### src/rtl/led_scanner.sv
// Multi-digit 7-segment scan controller with tear-free shadow updates.
// Define LED_SCANNER_LZ_BLANK_EN to blank leading zeros (digit 0 always shown).
module led_scanner #(
  parameter int DIGITS       = 8,
  parameter int SCAN_DIV     = 50000,
  parameter int BLANK_CYCLES = 500
) (
  input  logic                  clk,
  input  logic                  rst,
  input  logic [4*DIGITS-1:0]   disp_data_i,
  input  logic [DIGITS-1:0]     dot_mask_i,
  input  logic [DIGITS-1:0]     digit_mask_i,
  input  logic                  update_req_i,
  output logic                  update_ack_o,
  output logic                  frame_done_o,
  output logic [3:0]            bcd_data_o,
  output logic                  need_dot_o,
  output logic [DIGITS-1:0]     digit_sel_o
);

  localparam int CW = (SCAN_DIV > 1) ? $clog2(SCAN_DIV) : 1;
  localparam int IW = (DIGITS > 1) ? $clog2(DIGITS) : 1;
  localparam logic [CW-1:0] CNT_MAX = CW'(SCAN_DIV - 1);
  localparam logic [CW-1:0] BLANK = CW'(BLANK_CYCLES);
  localparam logic [IW-1:0] IDX_MAX = IW'(DIGITS - 1);

  logic [CW-1:0]            cnt_q, cnt_d;
  logic [IW-1:0]            idx_q, idx_d;
  logic                     pend_q, pend_d;
  logic [DIGITS-1:0][3:0]   data_q, data_d;
  logic [DIGITS-1:0]        dot_q, dot_d;
  logic [DIGITS-1:0]        mask_q, mask_d;
  logic [3:0]               bcd_q, bcd_d;
  logic                     ndot_q, ndot_d;
  logic [DIGITS-1:0]        sel_q, sel_d;
  logic                     ack_q, fd_q;
  logic [DIGITS-1:0]        supp;
  logic                     tick, wrap, load, vis;

  assign tick = (cnt_q == CNT_MAX);
  assign wrap = tick && (idx_q == IDX_MAX);
  assign load = wrap && (pend_q || update_req_i);
  assign vis  = (BLANK_CYCLES == 0) || (cnt_q >= BLANK);

`ifdef LED_SCANNER_LZ_BLANK_EN
  logic zero;
  // Walk from the most significant digit down; stop before digit 0.
  always_comb begin
    supp = '0;
    zero = 1'b1;
    for (int i = DIGITS - 1; i > 0; i--) begin
      zero = zero && (data_q[i] == 4'd0) && !dot_q[i];
      supp[i] = zero;
    end
  end
`else
  always_comb supp = '0;
`endif

  always_comb begin
    cnt_d  = tick ? '0 : cnt_q + 1'b1;
    idx_d  = idx_q;
    if (tick)
      idx_d = wrap ? '0 : idx_q + 1'b1;
    pend_d = pend_q;
    data_d = data_q;
    dot_d  = dot_q;
    mask_d = mask_q;
    if (load) begin
      pend_d = 1'b0;
      data_d = disp_data_i;
      dot_d  = dot_mask_i;
      mask_d = digit_mask_i;
    end else if (update_req_i) begin
      pend_d = 1'b1;
    end
    bcd_d  = data_q[idx_q];
    ndot_d = dot_q[idx_q];
    sel_d  = '1;
    if (vis && mask_q[idx_q] && !supp[idx_q])
      sel_d[idx_q] = 1'b0;
  end

  always_ff @(posedge clk or posedge rst) begin
    if (rst) begin
      cnt_q  <= '0;
      idx_q  <= '0;
      pend_q <= 1'b0;
      data_q <= '0;
      dot_q  <= '0;
      mask_q <= '0;
      bcd_q  <= 4'd0;
      ndot_q <= 1'b0;
      sel_q  <= '1;
      ack_q  <= 1'b0;
      fd_q   <= 1'b0;
    end else begin
      cnt_q  <= cnt_d;
      idx_q  <= idx_d;
      pend_q <= pend_d;
      data_q <= data_d;
      dot_q  <= dot_d;
      mask_q <= mask_d;
      bcd_q  <= bcd_d;
      ndot_q <= ndot_d;
      sel_q  <= sel_d;
      ack_q  <= load;
      fd_q   <= wrap;
    end
  end

  assign update_ack_o = ack_q;
  assign frame_done_o = fd_q;
  assign bcd_data_o   = bcd_q;
  assign need_dot_o   = ndot_q;
  assign digit_sel_o  = sel_q;

endmodule

### config.mk
export PLATFORM = sky130hd
export DESIGN_NAME = led_scanner
export DESIGN_NICKNAME = d
export VERILOG_FILES = /design/src/rtl/led_scanner.sv
export SDC_FILE = /design/constraint.sdc
export NUM_CORES = 1
export LEC_CHECK = 0
export BUFFER_PORTS_ARGS = -buffer_cell sky130_fd_sc_hd__buf_2
export CAP_MARGIN = 20
export CORE_MARGIN = 2
export CORE_UTILIZATION = 25
export CTS_BUF_LIST = sky130_fd_sc_hd__clkbuf_2 sky130_fd_sc_hd__clkbuf_4 sky130_fd_sc_hd__clkbuf_8
export CTS_CLUSTER_DIAMETER = 80
export DETAILED_ROUTE_END_ITERATION = 6
export SLEW_MARGIN = 30
export SYNTH_ARGS = -nofsm -noshare
export SYNTH_HDL_FRONTEND = slang
export SYNTH_SLANG_ARGS = --single-unit
### constraint.sdc
create_clock -name clk -period 2.75 [get_ports clk]
set_clock_uncertainty 0.05 [all_clocks]
set_input_delay 0.1375 -clock clk [delete_from_list [all_inputs] [get_ports clk]]
set_output_delay 0.1375 -clock clk [all_outputs]
set_load 0.1 [all_outputs]
==> out/summary.txt, run 1 <==
gpl congestion = 0.766
initial antenna violation count = 0
final worst path period need = 2230 ps
clock buffer depth = 2
Residual DRC = 0
Final setup viols = 0
post-CTS setup buffer count = 0
warnings from Yosys = 0
pins over their slew limit = 0
DR iter-0 viols = 96
crit path DAT = 2430 ps
Syn Area/Cell = 13.2 sq um
die area = 15800 sq um
ys async rst share = 1.00
dpl cell area = 4210 sq um
largest net degree at the start of global routing = 39
non-filler instance count after layout = 587
design area = 4930 sq um
Netlist cell types = 39
I/O pin count = 66
clock latency on the worst-skew pair = 360 ps
worst path cell trace = ha_1 > and3_1 > and4_1 > and2b_4 > buf_12 > mux2_2
Worst slew margin = 0.671
internal reg-to-reg setup slack = 520 ps
core area = 14500 sq um
RR Endpoint = data_q[11]
first-pass GRT wire length = 13900 um
# rows = 44
Worst-path clk slew = 90 ps
overall power = 2.32 mW
status = finished, final reports clean
worst-path maximum fanout = 38
synth-to-layout area growth = 33.4%
placed cell count = 521
Power Dens Cells = 471 nW/um^2
cts bufs inserted = 9
vias in the first global route = 2734
slowest stage delay, CP = 420 ps
Die Y = 126 um
VDD IR-drop max = 0.000371 V
worst-margin pin slew = 491 ps
cell area after synthesis = 3700 sq um
die span in x = 126 um
Placement Setup Slack = 538 ps
CP delay by family, top = simple AND/OR/NAND/NOR gates
Final TNS setup = 0 ps
Hold-fix buffers, CTS = 50
reg2reg start = cnt_q[0]
grt total ovfl = 0
Yosys top cell area share = 0.508
port bufs = 65
Lkg Pwr = 2.28 nW
HP Class = in -> async
CTS tree = yes
Crit. End Element = register
Final WS setup = 515 ps
Seq cells post-synth = 83
H-tree depth = 3
CP startpoint kind = register
Storage cell area = 2090 sq um
# fillers = 1429
Worst EP required = 2940 ps
Yosys top cell by area = dfrtp_1
First-pass DRT Iterations = 4
Reg2Reg Depth = 6
final WL = 8240 um
Starting Density = 0.255
Root Driver = clkbuf_8
Max stage delay cell, worst path = dfrtp_1
most frequent cell after synthesis = dfrtp_1
via count = 2574
Fmax = 447 MHz
RSZ-0062 raised after global routing = false
prevailing post-synth register cell = dfrtp_1
post-synthesis sequential area ratio = 0.565
Routed Antenna Nets = 0
critical path buffer and inverter count = 1
# nets final = 453
Fin. Hold Viols = 0
Post-Synthesis Cells = 279
synth top area cells = dfrtp_1 51%, mux2_2 8.8%, mux2_4 8.1%
Net Count, Synth = 334
Multi-input gate area = 1470 sq um
Max Cap Viol = 0
Overall Global Routing Usage = 0.111
Final Cycle Share = 0.813
Post-synth top cells = 75 x dfrtp_1, 29 x mux2_2, 20 x mux2_4
fraction of layout cells with a size suffix above 1 = 0.377
Wirelength per Cell = 14.0 um
number of synthesized flops with an enable pin = 0
post-DR vias/cell = 4.39
post_cts resized = 0
crit path kind = reg -> reg
# diodes = 0
Detailed Place HPWL = 5550 um
clock sinks = 83
-- routing by layer --
metal | up-vias | GRT usage | routed length (um)
li1 | 1218 | - | -
met1 | 1278 | 0.147 | 3800
met2 | 70 | 0.174 | 3880
met3 | 8 | 0.0377 | 479
met4 | 0 | 0.0314 | 82
met5 | - | 0 | 0
-- worst reg2reg max path, cell delays in order, from the launching register on --
cell and delay (ps):
dfrtp_1 420, ha_1 220, and3_1 220, and4_1 230, and2b_4 290, buf_12 290, mux2_2 410
-- area by class of cell --
class / instances / area share
clock buffer: 13 / 0.0312
timing repair buffer: 122 / 0.181
clock inverter: 3 / 0.0132
inverter: 8 / 0.00634
multi-input combinational: 174 / 0.299
sequential: 83 / 0.423
tap: 184 / 0.0467
-- worst max path at each step --
stage	start	endpoint	slack [ps]	cells after the start
finish	cnt_q[0]	data_q[11]	520	6
global route	cnt_q[0]	data_q[11]	360	6
CTS	cnt_q[0]	data_q[11]	500	6
detailed placement	cnt_q[0]	data_q[21]	540	6
global placement	cnt_q[12]	mask_q[6]	600	5
floorplan	rst	bcd_data_o[0]	440	1
-- placed cells by master (no fill, tap or decap), types with 6 or more instances in the layout --
cell,n
buf_2,65
xnor2_1,8
dfrtp_1,75
nor2_1,18
nor3_1,6
mux2i_1,6
nand2_1,16
clkbuf_8,9
buf_4,6
dlygate4sd3_1,50
a21oi_1,7
nand3_1,14
mux2_4,20
inv_1,7
nand4_1,7
mux2_2,29
dfstp_2,8
-- flip-flops by register name, summed over array words and instances, names as in the netlist --
register / flops
bcd_data_o: 4
cnt_q: 16
data_q: 32
digit_sel_o: 8
dot_q: 8
frame_done_o: 1
idx_q: 3
mask_q: 8
need_dot_o: 1
pend_q: 1
update_ack_o: 1
-- power by group --
part	total, mW	internal, mW	switching, mW	leakage [nW]
combinational	0.119	0.0737	0.0452	1.05
sequential	1.22	1.22	0.0000000000000000149	1.11
clock	0.982	0.552	0.430	0.115
total	2.32	1.85	0.475	2.28
-- kinds of logic (layout without fill, tap and decap cells) --
logic type | count (synthesis) | after routing | synth area share
and+or+nand+nor | 77 | 77 | 0.109
AOI/OAI and AO/OA | 21 | 21 | 0.0349
adders and majority gates | 4 | 4 | 0.0135
muxes | 59 | 59 | 0.210
buffers and inverters | 22 | 146 | 0.0369
DFF | 83 | 83 | 0.565
xor gates and xnor gates | 13 | 13 | 0.0308
-- per-stage QoR --
step	hold WS [ps]	utilization
2_1_floorplan	236	-
3_3_place_gp	57.0	0.291
3_5_place_dp	56.2	0.291
4_1_cts	214	0.341
5_1_grt	236	0.341
6_report	218	0.341
No activity file was read; power rests on OpenSTA's default activity.
==> inputs of run 2 (changes only) <==
Clock period 2.75 ns to 2.2 ns, I/O delays scaled along.
==> out/summary.txt, run 2 (synthesis gave the netlist of run 1 again) <==
status = finished, final reports clean
CTS tree = yes
clock buffer depth = 2
I/O pin count = 66
Power Dens Cells = 581 nW/um^2
Biggest register = data_q
post-DR vias/cell = 4.35
DR iter-0 viols = 166
Final Cycle Share = 0.931
Overall Global Routing Usage = 0.110
Sw Ratio = 0.198
via count = 2570
reg2reg start = cnt_q[0]
most common cell after layout, fill and taps aside = dfrtp_1
Routed Antenna Nets = 0
# rows = 44
post-CTS setup buffer count = 0
Fmax = 488 MHz
Starting Density = 0.255
Storage cell area = 2090 sq um
worst-path maximum fanout = 31
pins over their slew limit = 0
crit path kind = reg -> reg
clock latency on the worst-skew pair = 350 ps
Seq pwr share = 0.524
HP Class = in -> async
RSZ-0062 raised after global routing = false
CP startpoint kind = register
die area = 15800 sq um
Clock power frac = 0.423
First-pass DRT Iterations = 4
largest net degree at the start of global routing = 45
worst-margin pin slew = 626 ps
Worst EP required = 2390 ps
crit path from = cnt_q[0]
Comb pwr share = 0.052
Residual DRC = 0
Worst slew margin = 0.580
port bufs = 65
Multi-input gate area = 1470 sq um
# fillers = 1423
core area = 14500 sq um
VDD IR-drop max = 0.000367 V
final WL = 8210 um
Regs by FF count = data_q (32), cnt_q (16)
Root Driver = clkbuf_8
crit path DAT = 2230 ps
Final setup viols = 0
initial antenna violation count = 0
vias in the first global route = 2779
Fin. Hold Viols = 0
final worst path period need = 2050 ps
# diodes = 0
gpl congestion = 0.748
fraction of layout cells with a size suffix above 1 = 0.383
H-tree depth = 3
Detailed Place HPWL = 5680 um
synth-to-layout area growth = 35.3%
first-pass GRT wire length = 13700 um
# nets final = 457
cts bufs inserted = 9
Worst-path clk slew = 80 ps
internal reg-to-reg setup slack = 150 ps
grt total ovfl = 0
max FFs per register = 32
die span in x = 126 um
most frequent cells in the layout = 75 x dfrtp_1, 65 x buf_2, 50 x dlygate4sd3_1, 29 x mux2_2, 20 x mux2_4
Lkg Pwr = 2.30 nW
Die Y = 126 um
NetSw = 0.576 mW
Crit. End Element = register
Pint = 2.33 mW
Core Util, Final = 0.345
Final TNS setup = 0 ps
Max Cap Viol = 0
clock sinks = 83
Wirelength per Cell = 13.9 um
## run 2: per-stage QoR
step	area (sq um)	power, mW	setup WS [ps]	instances	hold WS [ps]
floorplan	3700	1.58	149	279	208
global placement	4270	1.64	172	525	91.7
detailed placement	4270	1.64	139	525	88.5
CTS	5000	2.97	121	591	256
global route	5000	3.04	12.6	591	278
finish	5000	2.91	151	591	257
## run 2: critical path, cell delays in order (launching register included)
cell and delay [ps]:
dfrtp_1 410, ha_1 220, and3_1 250, and4_1 220
and2b_4 190, buf_12 220, mux2_2 370
## run 2: layout make-up
| class | count | area share |
|---|---|---|
| well taps | 184 | 0.0460 |
| clock buffers | 12 | 0.0318 |
| clock inverters | 4 | 0.0145 |
| flip-flops and latches | 83 | 0.417 |
| repair buffers | 126 | 0.189 |
| multi-input cells | 174 | 0.294 |
| inverters | 8 | 0.00676 |
## run 2: worst paths after layout
path                                   to  cells after the start
min                            data_q[15]                      3
min reg2reg                digit_sel_o[5]                      1
max in group asynchronous  digit_sel_o[7]                      4
max reg2reg                    data_q[31]                      6
max                            data_q[31]                      6
min in group clk           digit_sel_o[5]                      1
## run 2: metal layers
| layer | up-vias | global-route usage | routed length (um) |
|---|---|---|---|
| li1 | 1234 | - | - |
| met3 | 7 | 0.0325 | 324 |
| met5 | - | 0 | 0 |
| met1 | 1276 | 0.141 | 3720 |
| met2 | 53 | 0.181 | 4070 |
| met4 | 0 | 0.0301 | 91 |
## run 2: power by group through the flow
stage,combinational (mW),clock (mW),sequential [mW]
CTS,0.156,1.29,1.52
global placement,0.0842,0,1.55
detailed placement,0.0866,0,1.55
finish,0.152,1.23,1.52
global route,0.169,1.35,1.52
floorplan,0.0237,0,1.55
## run 2: repair_timing
item	in CTS	in global routing
endpoints found under the hold margin	66	0
resized for setup	0	0
hold buffers	50	0
